`src/rtl/ycc_rgb_pkg.sv`:
```
// Shared constants, coefficient tables and stage payload type for the YCbCr->RGB pipeline.
// Coefficients are stored at 7 fractional bits and rescaled for other precisions.
package ycc_rgb_pkg;

  localparam int COEF_FRAC_REF = 7;
  localparam int COEF_W        = COEF_FRAC_REF + 5;

  // Column order of each coefficient row.
  localparam int KY   = 0;
  localparam int KCRR = 1;
  localparam int KCRG = 2;
  localparam int KCBG = 3;
  localparam int KCBB = 4;

  // Row index is {studio, matrix_sel}: full 601, full 709, studio 601, studio 709.
  localparam int COEF_TAB [4][5] = '{
    '{128, 179,  -91, -44, 227},
    '{128, 202,  -60, -24, 238},
    '{149, 204, -104, -50, 258},
    '{149, 229,  -68, -27, 270}
  };

  typedef struct packed {
    logic matrix_sel;
    logic studio;
  } side_t;

  function automatic int coef_w(input int frac);
    return frac + 5;
  endfunction

  // Rescale a reference coefficient to 'frac' fractional bits, rounding to nearest.
  function automatic int coef_scale(input int c, input int frac);
    if (frac >= COEF_FRAC_REF) begin
      return c <<< (frac - COEF_FRAC_REF);
    end
    return (c + (1 <<< (COEF_FRAC_REF - frac - 1))) >>> (COEF_FRAC_REF - frac);
  endfunction

  function automatic int ref_coef(input logic [1:0] set_idx, input int k);
    return COEF_TAB[set_idx][k];
  endfunction

endpackage

```
`src/rtl/ycc_rgb_clamp.sv`:
```
// Saturates a signed component sum to the unsigned range [0, 2^DATA_W-1] and flags clamping.
module ycc_rgb_clamp #(
  parameter int IN_W   = 24,
  parameter int DATA_W = 8
) (
  input  logic signed [IN_W-1:0]   sum,
  output logic        [DATA_W-1:0] sat,
  output logic                     clipped
);

  localparam logic signed [IN_W-1:0] MAX_V = IN_W'((1 << DATA_W) - 1);

  always_comb begin
    sat     = sum[DATA_W-1:0];
    clipped = 1'b0;
    if (sum[IN_W-1]) begin
      sat     = '0;
      clipped = 1'b1;
    end else if (sum > MAX_V) begin
      sat     = '1;
      clipped = 1'b1;
    end
  end

endmodule

```
`src/rtl/ycbcr_to_rgb_pipe.sv`:
```
// Four-stage YCbCr->RGB converter (offset, multiply, sum/round, saturate) with a global stall.
// Define YCC_RGB_STUDIO_RANGE_EN to add the per-pixel 'studio' (limited-range) input.
module ycbcr_to_rgb_pipe
  import ycc_rgb_pkg::*;
#(
  parameter int DATA_W    = 8,
  parameter int COEF_FRAC = 7,
  parameter int USER_W    = 2
) (
  input  logic              clk,
  input  logic              rst,
  input  logic [DATA_W-1:0] y,
  input  logic [DATA_W-1:0] cb,
  input  logic [DATA_W-1:0] cr,
  input  logic [USER_W-1:0] in_user,
  input  logic              in_valid,
  output logic              in_ready,
`ifdef YCC_RGB_STUDIO_RANGE_EN
  input  logic              studio,
`endif
  input  logic              matrix_sel,
  output logic [DATA_W-1:0] red,
  output logic [DATA_W-1:0] green,
  output logic [DATA_W-1:0] blue,
  output logic [USER_W-1:0] out_user,
  output logic              out_valid,
  input  logic              out_ready,
  input  logic              clr_stats,
  output logic [15:0]       clip_count
);

  localparam int CW   = coef_w(COEF_FRAC);
  localparam int YO_W = DATA_W + 2;   // Y after optional studio offset, signed
  localparam int C_W  = DATA_W + 1;   // chroma after removing mid-scale, signed
  localparam int PW   = YO_W + CW;
  localparam int SW   = PW + 2;       // three-term sum plus rounding constant

  localparam logic signed [YO_W-1:0] STUDIO_Y_OFF = YO_W'(16 << (DATA_W - 8));
  localparam logic signed [C_W-1:0]  C_HALF       = C_W'(1 << (DATA_W - 1));
  localparam logic signed [SW-1:0]   ROUND_C      = SW'(1 << (COEF_FRAC - 1));

  logic studio_in;
`ifdef YCC_RGB_STUDIO_RANGE_EN
  assign studio_in = studio;
`else
  assign studio_in = 1'b0;
`endif

  logic adv;
  assign adv      = !out_valid || out_ready;
  assign in_ready = adv;

  // Stage registers
  logic                    s1_valid_q, s2_valid_q, s3_valid_q;
  logic signed [YO_W-1:0]  s1_y_q;
  logic signed [C_W-1:0]   s1_cb_q, s1_cr_q;
  side_t                   s1_side_q;
  logic [USER_W-1:0]       s1_user_q, s2_user_q, s3_user_q;
  logic signed [PW-1:0]    s2_py_q, s2_pcrr_q, s2_pcrg_q, s2_pcbg_q, s2_pcbb_q;
  logic signed [SW-1:0]    s3_r_q, s3_g_q, s3_b_q;
  logic                    out_clip_q;

  // S1 combinational: input offsets
  logic signed [YO_W-1:0] y_off;
  logic signed [C_W-1:0]  cb_off, cr_off;
  side_t                  in_side;

  always_comb begin
    y_off = $signed({2'b00, y});
    if (studio_in) begin
      y_off = y_off - STUDIO_Y_OFF;
    end
    cb_off             = $signed({1'b0, cb}) - C_HALF;
    cr_off             = $signed({1'b0, cr}) - C_HALF;
    in_side.matrix_sel = matrix_sel;
    in_side.studio     = studio_in;
  end

  // S2 combinational: coefficient set chosen by the pixel's own side flags
  logic [1:0]           set_idx;
  logic signed [CW-1:0] k_y, k_crr, k_crg, k_cbg, k_cbb;

  always_comb begin
    set_idx = {s1_side_q.studio, s1_side_q.matrix_sel};
    k_y     = CW'(coef_scale(ref_coef(set_idx, KY),   COEF_FRAC));
    k_crr   = CW'(coef_scale(ref_coef(set_idx, KCRR), COEF_FRAC));
    k_crg   = CW'(coef_scale(ref_coef(set_idx, KCRG), COEF_FRAC));
    k_cbg   = CW'(coef_scale(ref_coef(set_idx, KCBG), COEF_FRAC));
    k_cbb   = CW'(coef_scale(ref_coef(set_idx, KCBB), COEF_FRAC));
  end

  // S3 combinational: sum, round, arithmetic shift
  logic signed [SW-1:0] r_rnd, g_rnd, b_rnd;

  always_comb begin
    r_rnd = (SW'(s2_py_q) + SW'(s2_pcrr_q) + ROUND_C) >>> COEF_FRAC;
    g_rnd = (SW'(s2_py_q) + SW'(s2_pcrg_q) + SW'(s2_pcbg_q) + ROUND_C) >>> COEF_FRAC;
    b_rnd = (SW'(s2_py_q) + SW'(s2_pcbb_q) + ROUND_C) >>> COEF_FRAC;
  end

  // S4 combinational: saturation
  logic [DATA_W-1:0] r_sat, g_sat, b_sat;
  logic              r_clip, g_clip, b_clip;

  ycc_rgb_clamp #(.IN_W(SW), .DATA_W(DATA_W)) u_clamp_r (
    .sum     (s3_r_q),
    .sat     (r_sat),
    .clipped (r_clip)
  );

  ycc_rgb_clamp #(.IN_W(SW), .DATA_W(DATA_W)) u_clamp_g (
    .sum     (s3_g_q),
    .sat     (g_sat),
    .clipped (g_clip)
  );

  ycc_rgb_clamp #(.IN_W(SW), .DATA_W(DATA_W)) u_clamp_b (
    .sum     (s3_b_q),
    .sat     (b_sat),
    .clipped (b_clip)
  );

  // Valids and output registers: reset, then advance as one when not stalled.
  always_ff @(posedge clk) begin
    if (rst) begin
      s1_valid_q <= 1'b0;
      s2_valid_q <= 1'b0;
      s3_valid_q <= 1'b0;
      out_valid  <= 1'b0;
      red        <= '0;
      green      <= '0;
      blue       <= '0;
      out_user   <= '0;
      out_clip_q <= 1'b0;
    end else if (adv) begin
      s1_valid_q <= in_valid;
      s2_valid_q <= s1_valid_q;
      s3_valid_q <= s2_valid_q;
      out_valid  <= s3_valid_q;
      if (s3_valid_q) begin
        red        <= r_sat;
        green      <= g_sat;
        blue       <= b_sat;
        out_user   <= s3_user_q;
        out_clip_q <= r_clip | g_clip | b_clip;
      end
    end
  end

  // Datapath registers need no reset; their valids qualify them.
  always_ff @(posedge clk) begin
    if (adv) begin
      s1_y_q    <= y_off;
      s1_cb_q   <= cb_off;
      s1_cr_q   <= cr_off;
      s1_side_q <= in_side;
      s1_user_q <= in_user;

      s2_py_q   <= PW'(s1_y_q)  * PW'(k_y);
      s2_pcrr_q <= PW'(s1_cr_q) * PW'(k_crr);
      s2_pcrg_q <= PW'(s1_cr_q) * PW'(k_crg);
      s2_pcbg_q <= PW'(s1_cb_q) * PW'(k_cbg);
      s2_pcbb_q <= PW'(s1_cb_q) * PW'(k_cbb);
      s2_user_q <= s1_user_q;

      s3_r_q    <= r_rnd;
      s3_g_q    <= g_rnd;
      s3_b_q    <= b_rnd;
      s3_user_q <= s2_user_q;
    end
  end

  // Saturating clip statistic; clear wins over a same-cycle increment.
  always_ff @(posedge clk) begin
    if (rst || clr_stats) begin
      clip_count <= '0;
    end else if (out_valid && out_ready && out_clip_q && (clip_count != 16'hFFFF)) begin
      clip_count <= clip_count + 16'd1;
    end
  end

endmodule

```
`config.mk`:
```
export PLATFORM = sky130hd
export DESIGN_NAME = ycbcr_to_rgb_pipe
export DESIGN_NICKNAME = d
export VERILOG_FILES = /design/src/rtl/ycc_rgb_pkg.sv /design/src/rtl/ycc_rgb_clamp.sv /design/src/rtl/ycbcr_to_rgb_pipe.sv
export SDC_FILE = /design/constraint.sdc
export NUM_CORES = 1
export LEC_CHECK = 0
export CAP_MARGIN = 10
export CORE_MARGIN = 2
export CORE_UTILIZATION = 40
export DETAILED_ROUTE_END_ITERATION = 16
export GPL_TIMING_DRIVEN = 0
export PLACE_DENSITY = 0.6
export SLEW_MARGIN = 20
export SYNTH_ARGS = -nofsm -noshare
export SYNTH_HDL_FRONTEND = slang
export SYNTH_HIERARCHICAL = 1
export SYNTH_SLANG_ARGS = --single-unit
```
`constraint.sdc`:
```
create_clock -name clk -period 17.45 [get_ports clk]
set_input_delay 1.745 -clock clk [delete_from_list [all_inputs] [get_ports clk]]
set_output_delay 1.745 -clock clk [all_outputs]
set_load 0.01 [all_outputs]
```
# [Yosys cells after proc, flatten, opt, wreduce, memory -nomap -nowiden]
# Cells that the tools add are included.
[op_classes] n_eq_ne=1 n_lt_le_gt_ge=4 n_addsub=10 bitwise_logic=3 n_mux=15 multipliers=5 n_reduce_logical=7
[op_table] op="$bmux W160 S2" count=1
[op_table] op="$mux W140" count=2
[op_table] op="$mul A9 B12 Y21" count=5
[op_table] op="$add A21 B21 Y22" count=3
[op_table] op="$gt A17 B9 Y1 const B" count=3
[op_table] op="$mux W8" count=6
[op_table] op="$add A22 B8 Y23 const B" count=2
[op_table] op="$add A23 B8 Y24 const B" count=1
[op_table] op="$add A22 B21 Y23" count=1
[op_table] op="$sub A8 B8 Y9 const B" count=2
[op_table] op="$add A16 B1 Y16 const B" count=1
[op_table] op="$ne A16 B16 Y1 const B" count=1
[op_table] op="$mux W1" count=6
[op_table] op="$ge A3 B3 Y1 const B" count=1
[op_table] op="$logic_and A1 B1 Y1" count=3
[op_table] op="$not A1 Y3" count=1
[op_table] op="$logic_or A1 B1 Y1" count=2
[op_table] op="$or A1 B1 Y1" count=2
[op_table] op="$reduce_and A2 Y1" count=1
[op_table] op="$logic_not A1 Y1" count=1
[totals] word_cells=70 register_bits=236

# [Depth between registers and ports, before layout]
[logic_depth] word_depth=5 depth_mapped=22 depth_no_buf=19

# [Modules after synthesis]
# Netlist, hierarchy kept.
[modules_own_cells] module="ycbcr_to_rgb_pipe" cells_per_inst=1501 area_each_um2=16901.2 n_inst=1 seq_area_each_um2=5625.4
[modules_own_cells] module="ycc_rgb_clamp" cells_per_inst=24 area_each_um2=145.1 n_inst=3 seq_area_each_um2=0.0

# [Worst setup path before layout]
# Ideal clock, no wire load.
[synth_timing] kind="input port to output port" from="in out_ready" to="out in_ready" arrival_ps=6325 setup_slack_ps=9380 stages=2 path_buffers=1 path_cell_list="nand2b_1 clkbuf_1"
[synth_between] elab_chain_len=1
[synth_lines] item="start: declaration" line="ycbcr_to_rgb_pipe.sv:27" source="input logic out_ready,"
[synth_lines] item="$logic_or A1 B1 Y1" line="ycbcr_to_rgb_pipe.sv:50" source="assign adv = !out_valid || out_ready;"
[synth_lines] item="end: declaration" line="ycbcr_to_rgb_pipe.sv:17" source="output logic in_ready,"
# Every way passes these cells.

# [Worst setup path after layout]
[layout_timing] from="reg s1_side_q[1] (netlist bit)" to="reg, netlist name s2_pcrg_q[20]"
[layout_between] elab_chain_len=5
[layout_lines] item="start: declaration" line="ycbcr_to_rgb_pipe.sv:57" source="side_t s1_side_q;"
[layout_lines] item="start signal: assignment" line="ycbcr_to_rgb_pipe.sv:156" source="s1_side_q <= in_side;"
[layout_lines] item="$not A1 Y3 (implied by the code)" line="ycc_rgb_pkg.sv:41" source="return COEF_TAB[set_idx][k];"
[layout_lines] item="$bmux W160 S2" line="ycc_rgb_pkg.sv:41"
[layout_lines] item="$mux W140 (2 in a row)"
[layout_lines] item="$mul A9 B12 Y21" line="ycbcr_to_rgb_pipe.sv:161" source="s2_pcrg_q <= PW'(s1_cr_q) * PW'(k_crg);"
# Every way passes these cells. The select of a mux whose other input is x is not followed.
# A chain may end at the register's enable or synchronous reset.

==> summary.md <==
| Metric | Value |
|---|---|
| Via count | 11,100 |
| Commonest non-fill, non-tap cell in the layout | ha_1 |
| Peak Freq | 141 MHz |
| Number of global-route vias before repair | 11,200 |
| Starting Density | ~40% |
| Pwr Total | 3.91 mW |
| Warnings from Yosys | 6 |
| Initial drt markers | 435 |
| CP Launch Type | flip-flop |
| Fin crit period | 7.10 ns |
| Most frequent cells in the layout | ha_1, inv_1, edfxtp_1 |
| DRT Pass-1 Iters | 5 |
| Peak supply drop | 0.116 mV |
| Max cap viols | 0 |
| Clock Sinks | 203 |
| Yosys reg bits | 203 |
| Final wirelength | 34,400 µm |
| Worst skew pair latency | 0.56 ns |
| First-pass GRT wire length | ~57,000 µm |
| Crit Path Max Fanout | 10 |
| DRC Markers | 0 |
| Hold_buf cts | 0 |
| Root Driver | clkbuf_16 |
| # H-tree levels | 1 |
| RSZ-0062 raised after global routing | false |
| Cells after Synth | between 1,500 and 2,000 |
| Multi-input logic area | 10,700 µm² |
| EDFF count, synth | around 160 |
| DRT antenna net count | 0 |
| Worst-margin pin slew | approximately 0.98 ns |
| Die Ht | between 200 and 250 µm |
| Vias/cell | a little under 5 |
| Top Ports | 76 |
| Final-layout fill cell count | 4,010 |
| Top delay family on crit path | adder cells |
| Worst Path Required | 17.68 ns |
| PostCTS Resize Cnt | 0 |
| P&R area growth vs syn | 13.8% |
| CTS Buffer Depth | 3 |
| Max-slew violation count | 0 |
| Largest net degree at the start of global routing | 52 |
| Dpl cell area | 18,900 µm² |
| Layout Nets | 2,154 |
| Post-CTS Repair Setup Buffers | 0 |
| Layout cells sized above 1 | 4.87% |
| Setup violations, final | 0 |
| FF/Latch Area | 5630 µm² |
| WP buf/inv | 4 |
| Combinational share of power | 64.2% |
| Slowest cell on the critical path | a2111oi_1 |
| WHS | roughly 0.42 ns |
| Initial antenna violation count | 0 |
| Synthesized cell area | ~17,000 µm² |
| Post-synth ARST share | 0% |
| Sw Pwr | 1.67 mW |
| Post-Route Setup TNS | 0 ns |
| Sequential cell area fraction in the yosys report | between 30% and 40% |
| Final Hold Fails | 0 |
| Die ar. | 45,000 µm² |
| Switching share of power | 42.6% |
| Post-detail-place hpwl | 28,200 µm |
| CP cell instances | clkbuf_1 > clkbuf_1 > nand2_1 > inv_1 > ha_1 > inv_1 > ha_1 > fa_1 > fa_1 > fa_1 > ha_1 > a21oi_1 > o21ai_1 > o41a_1 > a221oi_2 > o21ai_1 > mux2i_1 > a2111oi_1 |
| Crit Path Category | flip-flop to flip-flop |
| Core area | about 43,000 µm² |
| Max_slew headroom | approximately a third |
| Wire length per cell | 15.1 µm |
| CTS tree | yes |
| Critical path data arrival time | 7.33 ns |
| DP Cell Count | 2,242 |
| CP Capture Type | flip-flop |
| Final Cell Area | between 15,000 and 20,000 µm² |
| IO Port Bufs | 75 |
| Syn avg cell area | 11.0 µm² |
| Sequential fraction of design power | 22.7% |
| CTS Buf Count | 25 |
| Ys flop type | edfxtp_1 |
| Global route total overflow | 0 |
| Clock slew at reported path FFs | 0.06 ns |
| Tcrit/Tclk final | 40.7% |
| Die W | 212 µm |
| Status | finished clean |
| Hold Crit Class | flip-flop to flip-flop |
| Tot GR Track Use | 15.9% |
| PD cells | 198 nW/µm² |
| Pint | 2.25 mW |
| Std cell rows | 76 |
| Fin cells | between 2,000 and 2,500 |
| Clock Skew | 0.0245 ns |
| Critical path's largest stage delay | 0.75 ns |
| Antenna Cells | 0 |
| Placer Congestion | between 0.8 and 0.9 |
| Leakage | 9.09 nW |
| Yosys cell types | 74 |
| Clk network pwr share | a little over an eighth |
-- power groups by stage --
stage                     registers (mW)  logic [mW]  clock network (mW)
final                              0.889        2.51               0.512
after global routing               0.906        2.87               0.550
after CTS                          0.892        2.54               0.532
after detailed placement           0.902        2.51                   0
after global placement             0.899        2.47                   0
after floorplan                    0.876        1.94                   0
-- kinds of logic (layout without fill, tap and decap cells) --
family	count (synthesis)	in the layout	share of synthesized area (%)
DFF	203	203	32.4
other	1	7	0.0216
xor gates and xnor gates	95	95	4.80
buffers and inverters	268	392	5.81
adders and majority gates	438	438	37.8
muxes	6	6	0.346
AOI/OAI and AO/OA	223	223	8.75
and+or+nand+nor	339	339	10.0
-- state kept, by name, summed over array words and instances (netlist names), 2 cells and up --
signal	count
blue	8
clip_count	16
green	8
out_user	2
red	8
s1_cb_q	8
s1_cr_q	8
s1_user_q	2
s1_y_q	8
s2_pcbb_q	15
s2_pcbg_q	19
s2_pcrg_q	19
s2_pcrr_q	15
s2_py_q	8
s2_user_q	2
s3_b_q	16
s3_g_q	17
s3_r_q	16
s3_user_q	2
-- path summary, 6_finish.rpt --
path,from,to,slack (ns),depth (start not counted)
max reg2reg,s1_side_q[1],s2_pcrg_q[20],10.35,18
min,s1_y_q[6],s2_py_q[13],0.42,0
min reg2reg,s1_y_q[6],s2_py_q[13],0.42,0
max,s1_side_q[1],s2_pcrg_q[20],10.35,18
-- final cells by class --
class / instances / area share, %
Inverter: 240 / 4.57
Sequential cell: 203 / 28.5
Clock inverter: 13 / 0.748
Clock buffer: 33 / 3.37
Tap cell: 585 / 3.71
Multi-Input combinational cell: 1108 / 54.4
Timing Repair Buffer: 78 / 4.15
Buffer: 28 / 0.558
-- cells in the mapped netlist, types with 7 or more instances --
cell type / number / area share [%]
nor3_1: 23 / 0.66
and3_1: 14 / 0.51
o21ai_0: 14 / 0.40
a21oi_1: 100 / 2.9
inv_1: 239 / 5.2
a21o_1: 21 / 0.91
nor2_1: 78 / 1.7
nand2b_1: 18 / 0.65
or2_2: 8 / 0.29
a211oi_1: 7 / 0.30
nor2b_1: 14 / 0.51
ha_1: 295 / 21
o21bai_1: 8 / 0.35
fa_1: 143 / 17
clkbuf_1: 24 / 0.52
or3_1: 10 / 0.36
nand4_1: 10 / 0.36
nand2_1: 103 / 2.2
dfxtp_1: 47 / 5.4
nand3_1: 17 / 0.49
xnor2_1: 62 / 3.1
and2_1: 13 / 0.47
edfxtp_1: 156 / 27
xor2_1: 33 / 1.7
o21a_1: 17 / 0.74
-- worst reg2reg max path: cells and delay by family (launching register included) --
family | cells | cell delay [ns]
adder cells (fa/ha/maj) | 6 | 2.45
flip-flops | 1 | 0.42
multiplexers | 1 | 0.14
AND/OR/NAND/NOR | 1 | 0.20
AO/OA/AOI/OAI | 6 | 2.08
buffers and inverters | 4 | 1.47
-- per-stage QoR --
step | worst slack (ns) | utilization [%]
floorplan | 9.38 | -
global placement | 5.56 | 43.9
detailed placement | 10.27 | 44.1
CTS | 10.21 | 46.0
global route | 9.90 | 46.0
finish | 10.35 | 46.0
-- routing by layer --
metal,global-route usage (%),wire (µm),vias to the layer above
met1,21.7,16700,5296
met2,26.4,15600,171
met4,3.57,705,0
li1,-,-,5607
met5,0,0,-
met3,2.92,1460,38
Note: power is estimated with default switching activity, not from simulation.
